### src/rtl/clk_div_prog.sv
// Runtime-programmable clock divider: registered divided clock plus one-cycle tick.
// A newly loaded ratio is held pending and swapped in only when a period wraps.
module clk_div_prog #(
    parameter int WIDTH       = 8,
    parameter int DEFAULT_DIV = 4
) (
    input  logic             clk,
    input  logic             rst_n,
    input  logic             en,
    input  logic [WIDTH-1:0] div_in,
    input  logic             div_load,
    output logic             clko,
    output logic             tick,
    output logic [WIDTH-1:0] div_cur,
    output logic             div_busy,
    output logic             cfg_err
);

    localparam logic [WIDTH-1:0] ONE     = WIDTH'(1);
    localparam logic [WIDTH-1:0] TWO     = WIDTH'(2);
    localparam logic [WIDTH-1:0] DIV_RST = WIDTH'(DEFAULT_DIV);

    logic [WIDTH-1:0] cnt;
    logic [WIDTH-1:0] cnt_next;
    logic [WIDTH-1:0] pending;
    logic [WIDTH-1:0] half;
    logic             at_end;
    logic             load_ok;

    always_comb begin
        at_end   = (cnt == div_cur - ONE);
        half     = div_cur >> 1;
        load_ok  = div_load && (div_in >= TWO);
        cnt_next = cnt;
        if (en) begin
            cnt_next = at_end ? '0 : cnt + ONE;
        end
    end

    always_ff @(posedge clk) begin
        if (!rst_n) begin
            cnt      <= '0;
            clko     <= 1'b0;
            tick     <= 1'b0;
            div_cur  <= DIV_RST;
            pending  <= '0;
            div_busy <= 1'b0;
            cfg_err  <= 1'b0;
        end else begin
            // At a wrap cnt_next is 0, which is below half for any legal N, so clko falls
            if (en) begin
                cnt  <= cnt_next;
                clko <= (cnt_next >= half);
            end
            tick <= en && at_end;
            if (en && at_end && div_busy) begin
                div_cur  <= pending;
                div_busy <= 1'b0;
            end
            // A load in the same cycle as an apply overrides the clear above
            if (load_ok) begin
                pending  <= div_in;
                div_busy <= 1'b1;
            end
            if (div_load && !load_ok) begin
                cfg_err <= 1'b1;
            end
        end
    end

endmodule

### config.mk
export PLATFORM = sky130hd
export DESIGN_NAME = clk_div_prog
export DESIGN_NICKNAME = d
export VERILOG_FILES = /design/src/rtl/clk_div_prog.sv
export SDC_FILE = /design/constraint.sdc
export NUM_CORES = 1
export LEC_CHECK = 0
export ABC_AREA = 1
export CAP_MARGIN = 10
export CORE_AREA = 2 2 85 87
export DETAILED_ROUTE_END_ITERATION = 6
export DIE_AREA = 0 0 87 89
export GPL_TIMING_DRIVEN = 0
export SLEW_MARGIN = 20
export SYNTH_ARGS = -nofsm -noshare
export SYNTH_HDL_FRONTEND = slang
export SYNTH_SLANG_ARGS = --single-unit
export TNS_END_PERCENT = 30
### constraint.sdc
create_clock -name clk -period 5 [get_ports clk]
set_clock_uncertainty 0.2 [all_clocks]
set_input_delay 1 -clock clk [delete_from_list [all_inputs] [get_ports clk]]
set_output_delay 1 -clock clk [all_outputs]
set_load 0.1 [all_outputs]
Word-level counts from Yosys, hierarchy flattened
Index checks and enable logic that the tools add are counted.

Output and inout port bits: 12. Logic and storage cells: 22. Input bits: 12. Register bits: 28.

Reductions and logical operators: 6. Equal/unequal tests: 1. Magnitude comparators: 2. Muxes and demuxes: 4. $add $sub $neg: 2.

Operators with widths (count): two-way mux 8 bit (2); adder 8 x 1 -> 8 bit (second input constant) (1); equality test 8 bit (1); greater-or-equal comparator 8 x 2 -> 1 bit (second input constant) (1); greater-or-equal comparator 8 x 7 -> 1 bit (1); subtractor 8 x 1 -> 8 bit (second input constant) (1); logical AND 1 bit (4); two-way mux 1 bit (2); nonzero test 2 bit (1); zero test 1 bit (1).

Longest topological paths before layout
Gate-level depths: netlist of run 1.

Depth in word-level cells: 6. Depth in mapped cells: 26. Gate-level depth less buffers: 26.

Worst setup path after synthesis of run 1
OpenSTA, ideal clock, no wires.

Path type: reg2reg. Start point: register div_cur[0]. End point: register clko. Setup slack: 1444 ps. Cell stages (with the launch flop): 27. Library setup time: 120 ps. Data required time: 4680 ps. Arrival time: 3235 ps. Buffers on the path: 0. Period minus slack after synthesis: 3556 ps. Cell sequence: dfxtp_1 -> inv_2 -> ha_1 -> inv_1 -> nand2_1 -> nand3_1 -> nand3_1 -> nor2_1 -> nand3_2 -> nor2_4 -> nor2_1 -> o21ai_0 -> ha_1 -> inv_1 -> nand2_1 -> nand2_1 -> nand2_1 -> nand2_1 -> nand2_1 -> nand2_1 -> nand2_1 -> nand2_1 -> nand2_1 -> nand2_1 -> nand2_1 -> nor2_1 -> nor2_1.

Word-level cells in the longest chain between the ends: 5.

RTL lines: from (decl) (line 14) `output logic [WIDTH-1:0] div_cur,`; from (signal assigned) (line 57) `div_cur <= pending;`; subtractor 8 x 1 -> 8 bit (line 31) `at_end = (cnt == div_cur - ONE);`; equality test 8 bit (line 31); two-way mux 8 bit (line 36) `cnt_next = at_end ? '0 : cnt + ONE;`; two-way mux 8 bit (line 35) `if (en) begin`; greater-or-equal comparator 8 x 7 -> 1 bit (line 53) `clko <= (cnt_next >= half);`; to (signal assigned) (line 53); to (decl) (line 12) `output logic clko,`.

No other way between the ends. A chain may end at the register's enable or synchronous reset.

Worst setup path in the final report of run 1
Start point: register div_cur[2]. End point: output div_cur[2].

No word-level cell between the ends.

==> metrics, run 1 <==
via count of the first global-routing pass=1422; number of cells in the finished layout apart from fillers=355; largest cells by area after synthesis=sky130_fd_sc_hd__dfxtp_1 (34%), sky130_fd_sc_hd__nand2_1 (15%), sky130_fd_sc_hd__nor2_1 (12%); sequential share of the synthesized area=0.340; worst setup slack for register-to-register paths=1800 ps; count of endpoints failing hold in the final timing report=0; area growth from synthesis to layout=22.7%; area share of the largest cell type after synthesis=0.340; list of cells traversed by the critical path=clkdlybuf4s50_1; count of maximum capacitance violations=0; switching power=118 uW; number of distinct standard cells referenced by the synthesized netlist=26; number of warnings reported in the yosys synthesis log=0; most instantiated flip-flop cell in the synthesis netlist=sky130_fd_sc_hd__dfxtp_1; final number of max-transition violations=0; worst min path class=reg -> reg; Post-Synthesis Net Count=270; number of buffers added by the clock tree synthesis step=3; #FFs+latches synth=28; Starting Density=0.246; worst skew pair latency=280 ps; post-detail-place hpwl=2950 um; EDFF count, synth=0; aggregate negative setup slack=0 ps; slowest stage cell on the critical path=sky130_fd_sc_hd__clkdlybuf4s50_1; Max Fanout on Critical Path=7; overall overflow remaining after global route=0; total number of vias=1513; biggest area consumer among synthesized cells=sky130_fd_sc_hd__dfxtp_1; unrepaired setup endpoints after global routing=false; Chip Width=87 um; placer congestion estimate=0.792; buffer depth of the longest clock path=2; highest achievable clock rate=310 MHz; Hold Worst Slack=276 ps; Die Footprint=0.00774 mm2; relative contribution of the clock network to total power=0.318; clock root buffer master=sky130_fd_sc_hd__clkbuf_8; antenna violations before repair=0; relative max-transition margin=0.346; total routing resource utilization after global routing=0.101; hold_buf cts=0; Mapped Cells=249; routed wire length on met3=146 um; maximum level of the CTS H-tree=1; per-instance average area after synthesis=6.63 um2; layout cells sized above 1=0.0909; share of total power in sequential cells=0.534; top-level port count=24; y dimension of the die=89 um; library cell with the highest instance count after synthesis=sky130_fd_sc_hd__nand2_1; post-route DRC violation count=0; number of nets in the final layout=297; WP buf/inv=1; internal portion of total power=325 uW; Routed WL per cell=10.5 um; final core utilization=0.301; Detailed Route Iter0 Violations=47; Crit path max-delay family=buffers and inverters; maximum vdd drop=101 uV; shortest period the worst path allows=3230 ps; max incr delay on CP=1210 ps; share of total power consumed by net switching=0.267; number of placement rows=30; count of placed standard cells including taps=351; power per cell area=219 mW/mm2; mapped cell area=0.00165 mm2; area inside the core boundary=0.00672 mm2; worst setup path class=reg -> out; outcome=completed; metal1 wirelength=1910 um; CTS clk-pin slew, worst paths=100 ps; fraction of registers with async set or reset after synthesis=0; first-pass GRT wire length=6390 um; most instantiated cells after synthesis=sky130_fd_sc_hd__nand2_1 (65), sky130_fd_sc_hd__nor2_1 (53), sky130_fd_sc_hd__dfxtp_1 (28); sum of met2 wire segment lengths after detailed routing=1610 um; antenna viol nets, final=0; data required time of the worst path=3800 ps; post-DR vias/cell=4.26; share of total power in combinational logic=0.148; Top Layer Used=met4; count of antenna diodes in the layout=0; Worst Tran Pin Value=978 ps; Setup Fix Bufs, Post-CTS=0; arrival time reported for the critical path endpoint=2030 ps; final number of setup-violating endpoints=0; Static Leakage=0.000970 uW; first-pass iteration count of the detailed router=4; # port buffers=22; number of instances resized during post-cts repair=0; TritonCTS clock tree=yes; largest net degree at the start of global routing=16; routed wire length=3720 um; fin crit share=0.646; crit end category=primary output; crit path launch type=flip-flop; total number of clock tree sinks=28
[final cells by class]
type | instances | area, um2
clock buffers | 4 | 55.1
fillers | 770 | 4690
repair buffers | 22 | 220
flip-flops and latches | 28 | 561
multi-input cells | 186 | 937
inverters | 29 | 109
well taps | 80 | 100
plain buffers | 6 | 43.8
[path summary, 6_finish.rpt]
kind,from,endpoint,cells after the start
max reg2reg,div_cur[0]$_SDFFE_PN0P_,clko$_SDFFE_PN0P_,26
min,pending[5]$_SDFFE_PN0P_,pending[5]$_SDFFE_PN0P_,2
max,div_cur[2]$_SDFFE_PN1P_,div_cur[2],1
min reg2reg,pending[5]$_SDFFE_PN0P_,pending[5]$_SDFFE_PN0P_,2
[kinds of logic (layout without fill, tap and decap cells)]
logic type / count (synthesis) / after routing / share of synthesized area
and+or+nand+nor: 153 / 153 / 0.406
buffers and inverters: 35 / 61 / 0.0925
xor gates and xnor gates: 9 / 9 / 0.0478
AOI/OAI and AO/OA: 15 / 15 / 0.0455
adders and majority gates: 9 / 9 / 0.0682
DFF: 28 / 28 / 0.340
[per-layer routing]
| metal | GRT usage | vias to the layer above |
|---|---|---|
| met5 | 0 | - |
| met4 | 0.0341 | 0 |
| met3 | 0.0157 | 5 |
| met2 | 0.173 | 23 |
| met1 | 0.131 | 657 |
| li1 | - | 828 |
[state kept, by name, summed over array words and instances, names as in the netlist]
| register | cells |
|---|---|
| tick | 1 |
| clko | 1 |
| div_busy | 1 |
| div_cur | 8 |
| cfg_err | 1 |
| pending | 8 |
| cnt | 8 |
[power by group through the flow]
stage,sequential [uW],combinational (uW),clock [uW]
after detailed placement,242,66.2,0
after CTS,237,66.5,146
after global placement,242,65.6,0
after global routing,238,73.4,154
after floorplan,255,31.5,0
final,237,65.5,141
[worst register-to-register path, delay by kind of cell (launching register included)]
family	cells	cell delay [ps]
simple gates	20	1410
fa+ha+maj	2	610
flops	1	440
buf+inv	3	220
compound gates	1	220
[stage by stage]
stage          power (uW)  cell area, um2  worst slack (ps)
2_1_floorplan         286            1650              1440
3_3_place_gp          307            1970              1800
3_5_place_dp          308            1970              1800
4_1_cts               449            2030              1760
5_1_grt               466            2030              1420
6_report              443            2030              1770
[cells in the final DEF, fill, tap and decap left out, types with 3 or more instances in the layout]
master                             n
sky130_fd_sc_hd__nor3_1            7
sky130_fd_sc_hd__nand2_1          65
sky130_fd_sc_hd__inv_1            24
sky130_fd_sc_hd__dfxtp_1          28
sky130_fd_sc_hd__inv_2             4
sky130_fd_sc_hd__xor2_1            7
sky130_fd_sc_hd__clkbuf_8          4
sky130_fd_sc_hd__o21ai_0           8
sky130_fd_sc_hd__clkdlybuf4s50_1  22
sky130_fd_sc_hd__nor2_1           53
sky130_fd_sc_hd__nand2_2           3
sky130_fd_sc_hd__a21oi_1           7
sky130_fd_sc_hd__nand3_1          13
sky130_fd_sc_hd__ha_1              9
Power figures use the tool's default switching activity.
==> run 2, diff against run 1 <==
Clock period 5 ns to 3.3 ns, I/O delays scaled along.
==> run 2 against run 1 <==
  * First-iteration DRC count up 62%
  * Via count up 0.66%
  * Critical path depth rose by 23
  * Final area increased by 0.80%
  * Critical path type is now reg -> reg
  * Routed wire length decreased by 0.56%
  * Die area did not move
  * Global-route usage is 0.44 points higher
  * Sequential cell count stayed put
  * Sequential power grew 51%
==> metrics, run 2 (same netlist as run 1, synthesis figures left out) <==
Routed WL per cell=10.4 um (-0.84%); post-detail-place hpwl=2950 um (-0.13%); count of antenna diodes in the layout=0 (unchanged); first-pass iteration count of the detailed router=4 (unchanged); commonest cells after routing, fill and taps aside=sky130_fd_sc_hd__nand2_1 (65), sky130_fd_sc_hd__nor2_1 (53), sky130_fd_sc_hd__dfxtp_1 (26), sky130_fd_sc_hd__inv_1 (24), sky130_fd_sc_hd__clkdlybuf4s50_1 (22); worst setup slack for register-to-register paths=300 ps (-1500 ps); share of total power consumed by net switching=0.268 (+0.00108); top flop regs=cnt: 8 flops, div_cur: 8 flops, pending: 8 flops; share of total power in combinational logic=0.150 (+0.002); layout cells sized above 1=0.105 (+0.0142); placer congestion estimate=0.800 (+1.0%); shortest period the worst path allows=3000 ps; post-DR vias/cell=4.28 (+0.38%); arrival time reported for the critical path endpoint=2980 ps (+950 ps); worst skew pair latency=280 ps (about the same); RR Startpoint=div_cur[0]$_SDFFE_PN0P_; hold path startpoint=pending[5]$_SDFFE_PN0P_; final number of setup-violating endpoints=0 (unchanged); y dimension of the die=89 um (unchanged); antenna viol nets, final=0 (unchanged); overall overflow remaining after global route=0 (unchanged); total routing resource utilization after global routing=0.106 (+0.00435); total number of vias=1523 (+0.66%); number of placement rows=30 (unchanged); maximum vdd drop=190 uV (+89%); Starting Density=0.246 (unchanged); power per cell area=330 mW/mm2 (+51%); area of the multi-input gates=941 um2 (+0.40%); Static Leakage=0.000977 uW (+0.70%); final number of max-transition violations=0 (unchanged); relative max-transition margin=0.348 (+0.00197); Die Footprint=0.00774 mm2 (unchanged); TritonCTS clock tree=yes; largest net degree at the start of global routing=16 (unchanged); first-pass GRT wire length=6520 um (+2.1%); crit end category=flip-flop; top-level port count=24 (unchanged); crit path launch type=flip-flop; antenna violations before repair=0 (unchanged); worst setup path class=reg -> reg; worst min path class=reg -> reg; most common cell after layout, fill and taps aside=sky130_fd_sc_hd__nand2_1; count of maximum capacitance violations=0 (unchanged); relative contribution of the clock network to total power=0.318 (about the same); Filler Cells Inserted=739 (-4.0%); switching power=181 uW (+53%); count of placed standard cells including taps=351 (unchanged); routed wire length=3700 um (-0.56%); number of nets in the final layout=298 (+0.34%); number of buffers added by the clock tree synthesis step=3 (unchanged); # port buffers=22 (unchanged); count of endpoints failing hold in the final timing report=0 (unchanged); data required time of the worst path=3280 ps (-520 ps); post-route DRC violation count=0 (unchanged); clock root buffer master=sky130_fd_sc_hd__clkbuf_8; Crit. Startpoint=div_cur[0]$_SDFFE_PN0P_; Chip Width=87 um (unchanged); via count of the first global-routing pass=1440 (+1.3%); internal portion of total power=493 uW (+52%); Worst Tran Pin Value=975 ps (-2.94 ps); Max Fanout on Critical Path=10 (+3); final core utilization=0.304 (+0.00242); outcome=completed; Detailed Route Iter0 Violations=76 (+62%); maximum level of the CTS H-tree=1 (unchanged); CTS clk-pin slew, worst paths=90 ps (about the same); area growth from synthesis to layout=23.7%; buffer depth of the longest clock path=2 (unchanged); total number of clock tree sinks=28 (unchanged); share of total power in sequential cells=0.532 (-0.002); area inside the core boundary=0.00672 mm2 (unchanged); number of cells in the finished layout apart from fillers=356 (+0.28%); highest achievable clock rate=334 MHz; fin crit share=0.909; Sequential Area=566 um2 (+0.89%)
[run 2: metal layers]
| layer | track usage | up-vias | routed length [um] |
|---|---|---|---|
| li1 | - | 828 | - |
| met1 | 0.136 | 670 | 1880 |
| met2 | 0.180 | 20 | 1640 |
| met3 | 0.0129 | 5 | 109 |
| met4 | 0.0426 | 0 | 65 |
| met5 | 0 | - | 0 |
[run 2: layout make-up]
class	instances	share of cell area
Multi-Input combinational cell	186	0.461
Sequential cell	28	0.277
Timing Repair Buffer	23	0.112
Tap cell	80	0.0490
Clock buffer	4	0.0270
Inverter	29	0.0533
Buffer	6	0.0214
[run 2: power by group through the flow]
stage	sequential, uW	combinational, uW	clock, uW
after floorplan	386	47.7	0
after global placement	366	99.1	0
after detailed placement	367	99.9	0
after CTS	359	100	224
after global routing	360	114	236
final	358	101	214
[run 2: metrics by stage]
step | hold WS, ps | power, uW | TNS, ps | instance area, um2 | setup slack [ps]
4_1_cts | 273 | 683 | 0 | 2030 | 142
2_1_floorplan | 241 | 433 | 0 | 1650 | 52.2
6_report | 272 | 674 | 0 | 2040 | 302
5_1_grt | 300 | 711 | -6.04 | 2040 | -6.04
3_5_place_dp | 258 | 467 | 0 | 1970 | 169
3_3_place_gp | 258 | 466 | 0 | 1970 | 186
[run 2: repair_timing]
action                     4_1_cts  5_1_grt
setup endpoints to repair        0        1
setup buffers                    0        1
gates resized for setup          0        3
hold buffers                     0        0
[run 2: final timing paths]
check,end,depth (start not counted)
worst max-delay path,clko$_SDFFE_PN0P_,24
worst min-delay path,pending[5]$_SDFFE_PN0P_,2
worst max register to register,clko$_SDFFE_PN0P_,24
worst min register to register,pending[5]$_SDFFE_PN0P_,2
[run 2: critical path, cell delays in order (launching register included)]
cell                      delay, ps
sky130_fd_sc_hd__dfxtp_4        370
sky130_fd_sc_hd__inv_2          150
sky130_fd_sc_hd__ha_1           270
sky130_fd_sc_hd__nand2_1         70
sky130_fd_sc_hd__inv_1           40
sky130_fd_sc_hd__nor2_1          80
sky130_fd_sc_hd__nand3_1         80
sky130_fd_sc_hd__nor2_1         110
sky130_fd_sc_hd__nand3_2         90
sky130_fd_sc_hd__nor2_4         200
sky130_fd_sc_hd__nand2_1        120
sky130_fd_sc_hd__inv_1          110
sky130_fd_sc_hd__buf_6          140
sky130_fd_sc_hd__nor2_1          50
sky130_fd_sc_hd__ha_1           270
sky130_fd_sc_hd__nand2_1         70
sky130_fd_sc_hd__nand2_1         40
sky130_fd_sc_hd__nand2_1         50
sky130_fd_sc_hd__nand2_1         50
sky130_fd_sc_hd__nand2_1         50
sky130_fd_sc_hd__nand2_1         40
sky130_fd_sc_hd__nand2_1         50
sky130_fd_sc_hd__nand2_1         50
sky130_fd_sc_hd__nor2_1         110
sky130_fd_sc_hd__nor2_1          50
==> run 3, diff against run 2 <==
Settings changed: DONT_BUFFER_PORTS set to 1.
==> run 3 against run 2 <==
  * Register-to-register slack lost 120 ps
  * Utilization shrank 2.1 points
  * Maximum frequency shrank 3.8%
  * Cell count shrank 5.6%
  * Worst hold slack gained 0.59 ps
  * Final area shrank 6.9%
  * Sequential share of layout area grew 2.6 points
  * Routed wire length grew 4.4%
  * Global-route usage shrank 0.37 points
  * Critical path depth shrank 1
  * Largest cell class unchanged
==> metrics, run 3 (same netlist as run 1, synthesis figures left out) <==
outcome=completed; share of total power consumed by net switching=0.249 (-0.0191); total routing resource utilization after global routing=0.102 (-0.00369); unrepaired setup endpoints after global routing=true; internal portion of total power=534 uW (+8.3%); total power=711 uW (+5.5%); worst min path class=reg -> reg; first-pass GRT wire length=6340 um (-2.7%); largest net degree at the start of global routing=17 (+1); share of total power in sequential cells=0.534 (+0.002); most common cell after layout, fill and taps aside=sky130_fd_sc_hd__nand2_1; final number of max-transition violations=0 (unchanged); area inside the core boundary=0.00672 mm2 (unchanged); data required time of the worst path=3270 ps (about the same); share of total power in combinational logic=0.088 (-0.062); Detailed Route Iter0 Violations=44 (-42%); post-route DRC violation count=0 (unchanged); number of buffers added by the clock tree synthesis step=3 (unchanged); post-route cell area=0.00190 mm2 (-6.9%); post-detail-place hpwl=2970 um (+0.75%); number of placement rows=30 (unchanged); TritonCTS clock tree=yes; commonest cells after routing, fill and taps aside=sky130_fd_sc_hd__nand2_1 (64), sky130_fd_sc_hd__nor2_1 (50), sky130_fd_sc_hd__inv_1 (23), sky130_fd_sc_hd__dfxtp_1 (20), sky130_fd_sc_hd__nand3_1 (13); y dimension of the die=89 um (unchanged); count of cells along the worst hold path=2 (unchanged); top-level port count=24 (unchanged); Setup WS pre-CTS=-383 ps (-552 ps); highest achievable clock rate=321 MHz (-3.8%); overall overflow remaining after global route=0 (unchanged); count of antenna diodes in the layout=0 (unchanged); fin crit share=0.944 (+0.0354); total number of clock tree sinks=28 (unchanged); arrival time reported for the critical path endpoint=3090 ps (+110 ps); count of maximum capacitance violations=0 (unchanged); top flop regs=cnt: 8 flops, div_cur: 8 flops, pending: 8 flops; shortest period the worst path allows=3120 ps (+117 ps); path depth of the worst reg2reg path=23 (-4.2%); crit path launch type=flip-flop; layout cells sized above 1=0.168 (+0.0629); worst skew pair latency=270 ps (about the same); antenna viol nets, final=0 (unchanged); Worst Tran Pin Value=1100 ps (+124 ps); relative max-transition margin=0.266 (-0.0818); worst setup path class=reg -> reg; post-DR vias/cell=4.38 (+2.3%); Setup WS post-layout=185 ps (-117 ps); count of placed standard cells including taps=329 (-6.3%); clock root buffer master=sky130_fd_sc_hd__clkbuf_8; via count of the first global-routing pass=1375 (-4.5%); Die Footprint=0.00774 mm2 (unchanged); total number of vias=1471 (-3.4%); Max Fanout on Critical Path=10 (unchanged); hold_buf cts=0 (unchanged); Routed WL per cell=11.5 um (+11%); first-pass iteration count of the detailed router=4 (unchanged); relative contribution of the clock network to total power=0.377 (+0.059); number of cells in the finished layout apart from fillers=336 (-5.6%); placed standard-cell area=0.00176 mm2 (-11%); # port buffers=0 (-100%); placer congestion estimate=0.780 (-2.5%); maximum vdd drop=246 uV (+30%); Starting Density=0.246 (unchanged); Chip Width=87 um (unchanged); routed wire length=3860 um (+4.4%); maximum level of the CTS H-tree=1 (unchanged); antenna violations before repair=0 (unchanged); switching power=177 uW (-2.0%); buffer depth of the longest clock path=2 (unchanged); number of nets in the final layout=278 (-6.7%); final number of setup-violating endpoints=0 (unchanged); CTS clk-pin slew, worst paths=100 ps (about the same); count of endpoints failing hold in the final timing report=0 (unchanged); power per cell area=374 mW/mm2 (+13%); Static Leakage=0.000923 uW (-5.5%); area growth from synthesis to layout=15.2%; crit end category=flip-flop
## run 3: power by group through the flow
stage,combinational (uW),clock [uW],sequential [uW]
2_1_floorplan,47.7,0,386
3_3_place_gp,57.6,0,389
3_5_place_dp,58.7,0,389
4_1_cts,60.1,276,380
5_1_grt,73.7,284,382
6_report,62.8,268,380
## run 3: stage by stage
stage	setup TNS, ps	hold slack, ps	utilization
2_1_floorplan	0	241	-
3_3_place_gp	-374	260	0.261
3_5_place_dp	-383	266	0.261
4_1_cts	0	279	0.275
5_1_grt	-110	313	0.283
6_report	0	273	0.283
## run 3: final cells by class
class	instances	area, um2
Buffer	6	43.8
Clock buffer	3	41.3
Clock inverter	1	30.0
Fill cell	721	4820
Inverter	29	119
Multi-Input combinational cell	186	968
Sequential cell	28	576
Tap cell	80	100
Timing Repair Buffer	3	22.5
## run 3: routing by layer
| layer | track usage | part of all wire |
|---|---|---|
| met3 | 0.0203 | 0.056 |
| met1 | 0.138 | 0.50 |
| met5 | 0 | 0 |
| met2 | 0.167 | 0.44 |
| met4 | 0.0256 | 0.0047 |
## run 3: final timing paths
kind | start | endpoint | slack, ps
min reg2reg | pending[5]$_SDFFE_PN0P_ | pending[5]$_SDFFE_PN0P_ | 270
min | pending[5]$_SDFFE_PN0P_ | pending[5]$_SDFFE_PN0P_ | 270
max | div_cur[4]$_SDFFE_PN0P_ | clko$_SDFFE_PN0P_ | 180
max reg2reg | div_cur[4]$_SDFFE_PN0P_ | clko$_SDFFE_PN0P_ | 180
## run 3: repair_timing
action / CTS / global route
resized for setup: 7 / 12
pin swaps: 1 / 9
endpoints found under the setup margin: 1 / 1
setup buffers: 1 / 2
## run 3: worst max-delay path: stages (launching register included)
cell,delay (ps)
sky130_fd_sc_hd__dfxtp_2,730
sky130_fd_sc_hd__inv_1,210
sky130_fd_sc_hd__nand2_1,110
sky130_fd_sc_hd__nand2_1,70
sky130_fd_sc_hd__nand2_1,60
sky130_fd_sc_hd__nand2_1,50
sky130_fd_sc_hd__nor2_2,90
sky130_fd_sc_hd__nand3_2,100
sky130_fd_sc_hd__nor2_4,220
sky130_fd_sc_hd__nand2_2,100
sky130_fd_sc_hd__inv_1,100
sky130_fd_sc_hd__buf_6,140
sky130_fd_sc_hd__nor2_1,40
sky130_fd_sc_hd__ha_1,270
sky130_fd_sc_hd__nand2_1,60
sky130_fd_sc_hd__nand2_1,40
sky130_fd_sc_hd__nand2_1,50
sky130_fd_sc_hd__nand2_1,50
sky130_fd_sc_hd__nand2_1,50
sky130_fd_sc_hd__nand2_1,40
sky130_fd_sc_hd__nand2_1,50
sky130_fd_sc_hd__nand2_1,60
sky130_fd_sc_hd__nor2_2,80
sky130_fd_sc_hd__nor2_1,50
